==> config.mk <==
export PLATFORM = sky130hd
export DESIGN_NAME = inverse_shift_decoding
export DESIGN_NICKNAME = d
export VERILOG_FILES = /design/src/rtl/shift_enc_pkg.sv /design/src/rtl/shift_key_sum.sv /design/src/rtl/inverse_shift_decoding.sv
export SDC_FILE = /design/constraint.sdc
export NUM_CORES = 1
export LEC_CHECK = 0
export ABC_AREA = 0
export CAP_MARGIN = 0
export CORE_ASPECT_RATIO = 1.1
export CORE_MARGIN = 2
export CORE_UTILIZATION = 51
export DETAILED_ROUTE_END_ITERATION = 6
export HOLD_SLACK_MARGIN = 0.05
export MAX_ROUTING_LAYER = met4
export PLACE_DENSITY = 0.95
export SYNTH_ARGS = -nofsm -noshare
export SYNTH_HDL_FRONTEND = slang
export SYNTH_SLANG_ARGS = --single-unit
==> constraint.sdc <==
create_clock -name clk -period 7.3 [get_ports clk]
set_input_delay 1.46 -clock clk [delete_from_list [all_inputs] [get_ports clk]]
set_output_delay 1.46 -clock clk [all_outputs]
set_load 0.02 [all_outputs]
==> src/rtl/shift_enc_pkg.sv <==
// rtl/shift_enc_pkg.sv - shared constants, FSM state and byte index map for the shift encoder/decoder
package shift_enc_pkg;

  localparam int NBYTES_DEF = 8;
  localparam int PRIME_DEF  = 7;
  localparam int IDXW       = $clog2(NBYTES_DEF);

  typedef enum logic [1:0] {IDLE, KEYSUM, SCATTER, DONE} state_t;

  // Byte slot paired with step i; nbytes is a power of two, so the mask is the modulo.
  function automatic int idx(input int s, input int i,
                             input int nbytes = NBYTES_DEF, input int prime = PRIME_DEF);
    return (s + i * prime) & (nbytes - 1);
  endfunction

endpackage

==> src/rtl/shift_key_sum.sv <==
// rtl/shift_key_sum.sv - key byte sum mod NBYTES; serial accumulator, or adder tree with SHIFT_DEC_FAST_KEY_EN
module shift_key_sum
  import shift_enc_pkg::*;
#(
  parameter int NBYTES = NBYTES_DEF,
  parameter int IW     = IDXW
) (
`ifndef SHIFT_DEC_FAST_KEY_EN
  input  logic                clk,
  input  logic                set,
  input  logic                clr,
  input  logic                en,
  input  logic [IW-1:0]       cnt,
`endif
  input  logic [0:8*NBYTES-1] key,
  output logic [IW-1:0]       sum
);

`ifdef SHIFT_DEC_FAST_KEY_EN
  // Only the low IW bits of each byte survive the modulo, so truncate before adding.
  always_comb begin
    sum = '0;
    for (int i = 0; i < NBYTES; i++) begin
      sum = sum + IW'(key[i*8 +: 8]);
    end
  end
`else
  logic [IW-1:0] acc;

  // sum is the value acc takes after folding in byte cnt.
  always_comb sum = acc + IW'(key[int'(cnt)*8 +: 8]);

  always_ff @(posedge clk) begin
    if (set || clr) begin
      acc <= '0;
    end else if (en) begin
      acc <= sum;
    end
  end
`endif

endmodule

==> src/rtl/inverse_shift_decoding.sv <==
// rtl/inverse_shift_decoding.sv - keyed shift-permutation decoder, one byte per cycle; SHIFT_DEC_FAST_KEY_EN skips KEYSUM
module inverse_shift_decoding
  import shift_enc_pkg::*;
#(
  parameter int NBYTES = NBYTES_DEF,
  parameter int PRIME  = PRIME_DEF
) (
  input  logic                clk,
  input  logic                set,
  input  logic                start,
  input  logic [0:8*NBYTES-1] data_in,
  input  logic [0:8*NBYTES-1] key,
  input  logic                out_ack,
  output logic                in_ready,
  output logic                status,
  output logic [0:8*NBYTES-1] data_out
);

  localparam int            IW   = $clog2(NBYTES);
  localparam logic [IW-1:0] LAST = IW'(NBYTES - 1);

  state_t              state;
  logic [0:8*NBYTES-1] din_q;
  logic [IW-1:0]       cnt;
  logic [IW-1:0]       s_q;
  logic [IW-1:0]       key_sum;
  logic [IW-1:0]       scat_idx;
  logic                accept;

  assign in_ready = (state == IDLE);
  assign accept   = start & in_ready;
  assign scat_idx = IW'(idx(int'(s_q), int'(cnt), NBYTES, PRIME));

`ifdef SHIFT_DEC_FAST_KEY_EN
  // The live key is summed on the accept edge, so no key register is needed.
  shift_key_sum #(.NBYTES(NBYTES), .IW(IW)) u_key_sum (
    .key (key),
    .sum (key_sum)
  );
`else
  logic [0:8*NBYTES-1] key_q;

  shift_key_sum #(.NBYTES(NBYTES), .IW(IW)) u_key_sum (
    .clk (clk),
    .set (set),
    .clr (accept),
    .en  (state == KEYSUM),
    .cnt (cnt),
    .key (key_q),
    .sum (key_sum)
  );
`endif

  always_ff @(posedge clk) begin
    if (set) begin
      state    <= IDLE;
      din_q    <= '0;
      cnt      <= '0;
      s_q      <= '0;
      status   <= 1'b0;
      data_out <= '0;
`ifndef SHIFT_DEC_FAST_KEY_EN
      key_q    <= '0;
`endif
    end else begin
      case (state)
        IDLE: begin
          if (accept) begin
            din_q <= data_in;
            cnt   <= '0;
`ifdef SHIFT_DEC_FAST_KEY_EN
            s_q   <= key_sum;
            state <= SCATTER;
`else
            key_q <= key;
            state <= KEYSUM;
`endif
          end
        end
        KEYSUM: begin
          cnt <= cnt + IW'(1);
          if (cnt == LAST) begin
            s_q   <= key_sum;
            state <= SCATTER;
          end
        end
        SCATTER: begin
          data_out[int'(scat_idx)*8 +: 8] <= din_q[int'(cnt)*8 +: 8];
          cnt <= cnt + IW'(1);
          if (cnt == LAST) begin
            status <= 1'b1;
            state  <= DONE;
          end
        end
        DONE: begin
          if (out_ack) begin
            status <= 1'b0;
            state  <= IDLE;
          end
        end
        default: state <= IDLE;
      endcase
    end
  end

endmodule

==> flow_summary.yaml <==
worst_setup_path:
  worstReg2RegEnd: "data_out[51]"
  r2r_slack_ns: 3.85
  critPathKind: "flop to flop"
  worstReg2RegStart: "cnt[0]"
  endpoint_kind: "flop"
  crit_fanout: 25
  ff2ff_path_depth: 7
  start_kind: "flop"
  required_ns: 7.58
  worstPathArrival_ns: 3.72
global_routing:
  grt_use_total_pct: 25.8
  antenna_found_initial: 0
  grt_max_degree: 93
  grt_first_pass_wirelength_mm: 27.9
  grt_pass1_vias: 5548
  grt_overflow: 0
routing:
  drt-initial-drc-count: 338
  routed_wl_mm: 17.1
  drc_errors: 0
  num_vias: 5518
  ant_nets: 0
  vias_per_cell: 5.39
  wl_per_cell_um: 16.7
  firstDrtPassIters: 5
die:
  die_w_um: 114
  core_um2: 13000
  num_io_pins: 198
  dieHeight_um: 125
  start_util_pct: 51.7
  dieArea_um2: 14200
  fp-row-count: 44
synthesis:
  synth_edf_count: 0
  synth-compound-area-share_pct: 7.72
  synth_ff_type: "dfxtp_1"
  syn_area_per_cell_um2: 9.39
  synthCells: 718
  synth_area_um2: 6740
  yosysSeqAreaShare_pct: 48.7
  synthXorXnorAreaFrac_pct: 0.724
  synth-seq-cells: 164
  synthTopCellsByCount: "nand2_1, dfxtp_1, a21oi_1, nor2_1, mux2i_1"
  synthAdderAreaFrac_pct: 2.26
  ys_warn_count: 0
  yosysMostFrequentCell: "nand2_1"
  synth_top_family_by_area: "multiplexers"
  synth_nets: 861
  yosys.area_share.simple_pct: 17.7
  yosysTopAreaCellShare_pct: 48.7
  synth_cell_types: 31
  synth_area_leaders: "dfxtp_1, mux2i_1, nand2_1"
  synth_mux_area_share_pct: 19.4
  synth-async-reset-ratio_pct: 0
  synth_top_area_cell: "dfxtp_1"
finish:
  nets: 992
  diodes: 0
  nFillCells: 943
  syn2layout_area_growth_pct: 32.3
  drive_gt1_share_pct: 9.51
clock_network:
  cts_tree: "done"
  root_buffer: "clkbuf_16"
  cts_buffers: 17
  clk_latency_ns: 0.43
  h-tree-depth: 4
  path_clk_slew_ns: 0.06
  cts-resized-gates: 0
  hold_buffers: 0
  post_cts.repair.setup_buffers: 0
  clock_path_buffers: 2
  cts_sinks: 164
timing:
  drv_slew: 0
  max_freq_ghz: 0.290
  final.setup.tns_ns: 0
  finClkSkew_ns: 0.0193
  setup-violations-final: 0
  worstMarginPinSlew_ns: 0.913
  fin_crit_sh_pct: 47.2
  max-slew-margin-rel_pct: 39.1
  final-hold-violation-count: 0
  rsz0062_at_grt: "false"
  fin_crit_ns: 3.45
run_status:
  status: "finished clean"
power:
  pwr-share-seq_pct: 41.0
  power_leakage_nw: 3.14
  p_switching_uw: 880
  pwr-share-comb_pct: 26.8
  finalPower_mw: 2.67
  peakVddDrop_v: 0.000158
  switching_share_pct: 33.0
  power_density_nw_per_um2: 299
  p_clk_share_pct: 32.2
  p_int_mw: 1.79
worst_hold_path:
  worstHoldEndpoint: "din_q[37]"
  hold_path_depth: 2
  hp-class: "flop to flop"
  worstHoldStart: "din_q[37]"
placed_design:
  gp_congestion: 0.794
  io_buffers: 157
  post-dp-hpwl_mm: 11.2
job:
  max_cap_viol_count: 0
-- flip-flops by register name, indices dropped and copies added (netlist names) --
| name | count |
|---|---|
| state | 2 |
| key_q | 24 |
| status | 1 |
| data_out | 64 |
| din_q | 64 |
| cnt | 3 |
| s_q | 3 |
| u_key_sum.acc | 3 |
-- power groups by stage --
| stage | Sequential [mW] | Combinational [mW] | Clock, mW |
|---|---|---|---|
| after floorplan | 1.06 | 0.554 | 0 |
| after global placement | 1.10 | 0.689 | 0 |
| after detailed placement | 1.11 | 0.709 | 0 |
| after CTS | 1.09 | 0.718 | 0.871 |
| after global routing | 1.11 | 0.785 | 0.913 |
| final | 1.09 | 0.715 | 0.859 |
-- placed cells by master (no fill, tap or decap), types with 3 or more instances in the layout --
cell,instances
a21oi_1,91
buf_4,5
clkbuf_16,17
clkdlybuf4s50_1,156
clkinv_2,3
clkinvlp_4,3
dfxtp_1,163
ha_1,9
inv_1,9
inv_6,3
mux2_2,10
mux2i_1,70
mux4_2,22
nand2_1,185
nand2b_1,3
nor2_1,73
nor3_1,3
nor3_4,8
-- critical path, stage by stage (launching register included) --
cell and delay, ns:
dfxtp_2 0.93, ha_1 0.28, inv_1 0.05, fa_1 0.78, inv_1 0.30, nor3_4 0.60
mux2i_1 0.30, nor2_1 0.07
-- area by class of cell --
cell class / count / area [um^2] / area share (%)
flip-flops and latches: 164 / 3280 / 36.8
multi-input cells: 496 / 3230 / 36.2
repair buffers: 161 / 1600 / 17.9
clock buffers: 19 / 453 / 5.08
well taps: 161 / 201 / 2.26
clock inverters: 13 / 123 / 1.37
inverters: 9 / 33.8 / 0.379
-- worst max-delay path by stage --
stage	slack, ns	endpoint	cells after the start	start
floorplan	4.66	data_out[63]	9	cnt[1]
global placement	3.97	data_out[56]	7	cnt[0]
detailed placement	3.89	data_out[49]	7	cnt[0]
CTS	3.80	data_out[51]	7	cnt[0]
global route	3.66	data_out[23]	7	cnt[0]
finish	3.85	data_out[51]	7	cnt[0]
-- per-stage QoR --
step                      hold slack (ns)  std cells  instance area (um^2)  setup WS (ns)  utilization (%)
after global routing                0.464       1023                  8920           3.66             68.4
after floorplan                     0.433        718                  6740           4.66                -
after global placement              0.439        991                  8340           3.97             64.0
after CTS                           0.455       1023                  8920           3.80             68.4
after detailed placement            0.446        991                  8340           3.89             64.0
final                               0.453       1023                  8920           3.85             68.4
-- logic make-up after synthesis --
logic type | Yosys count
muxes | 102
xor gates and xnor gates | 2
and+or+nand+nor | 281
DFF | 164
AOI/OAI and AO/OA | 100
buffers and inverters | 58
adders and majority gates | 11
-- routing by layer --
layer / wire, um / GRT usage (%) / vias up
met5: 0 / - / -
met4: 581 / 10.9 / 0
met1: 6900 / 30.1 / 2600
met3: 802 / 5.11 / 43
li1: - / - / 2672
met2: 8770 / 43.1 / 203
No activity file was read; power rests on OpenSTA's default activity.
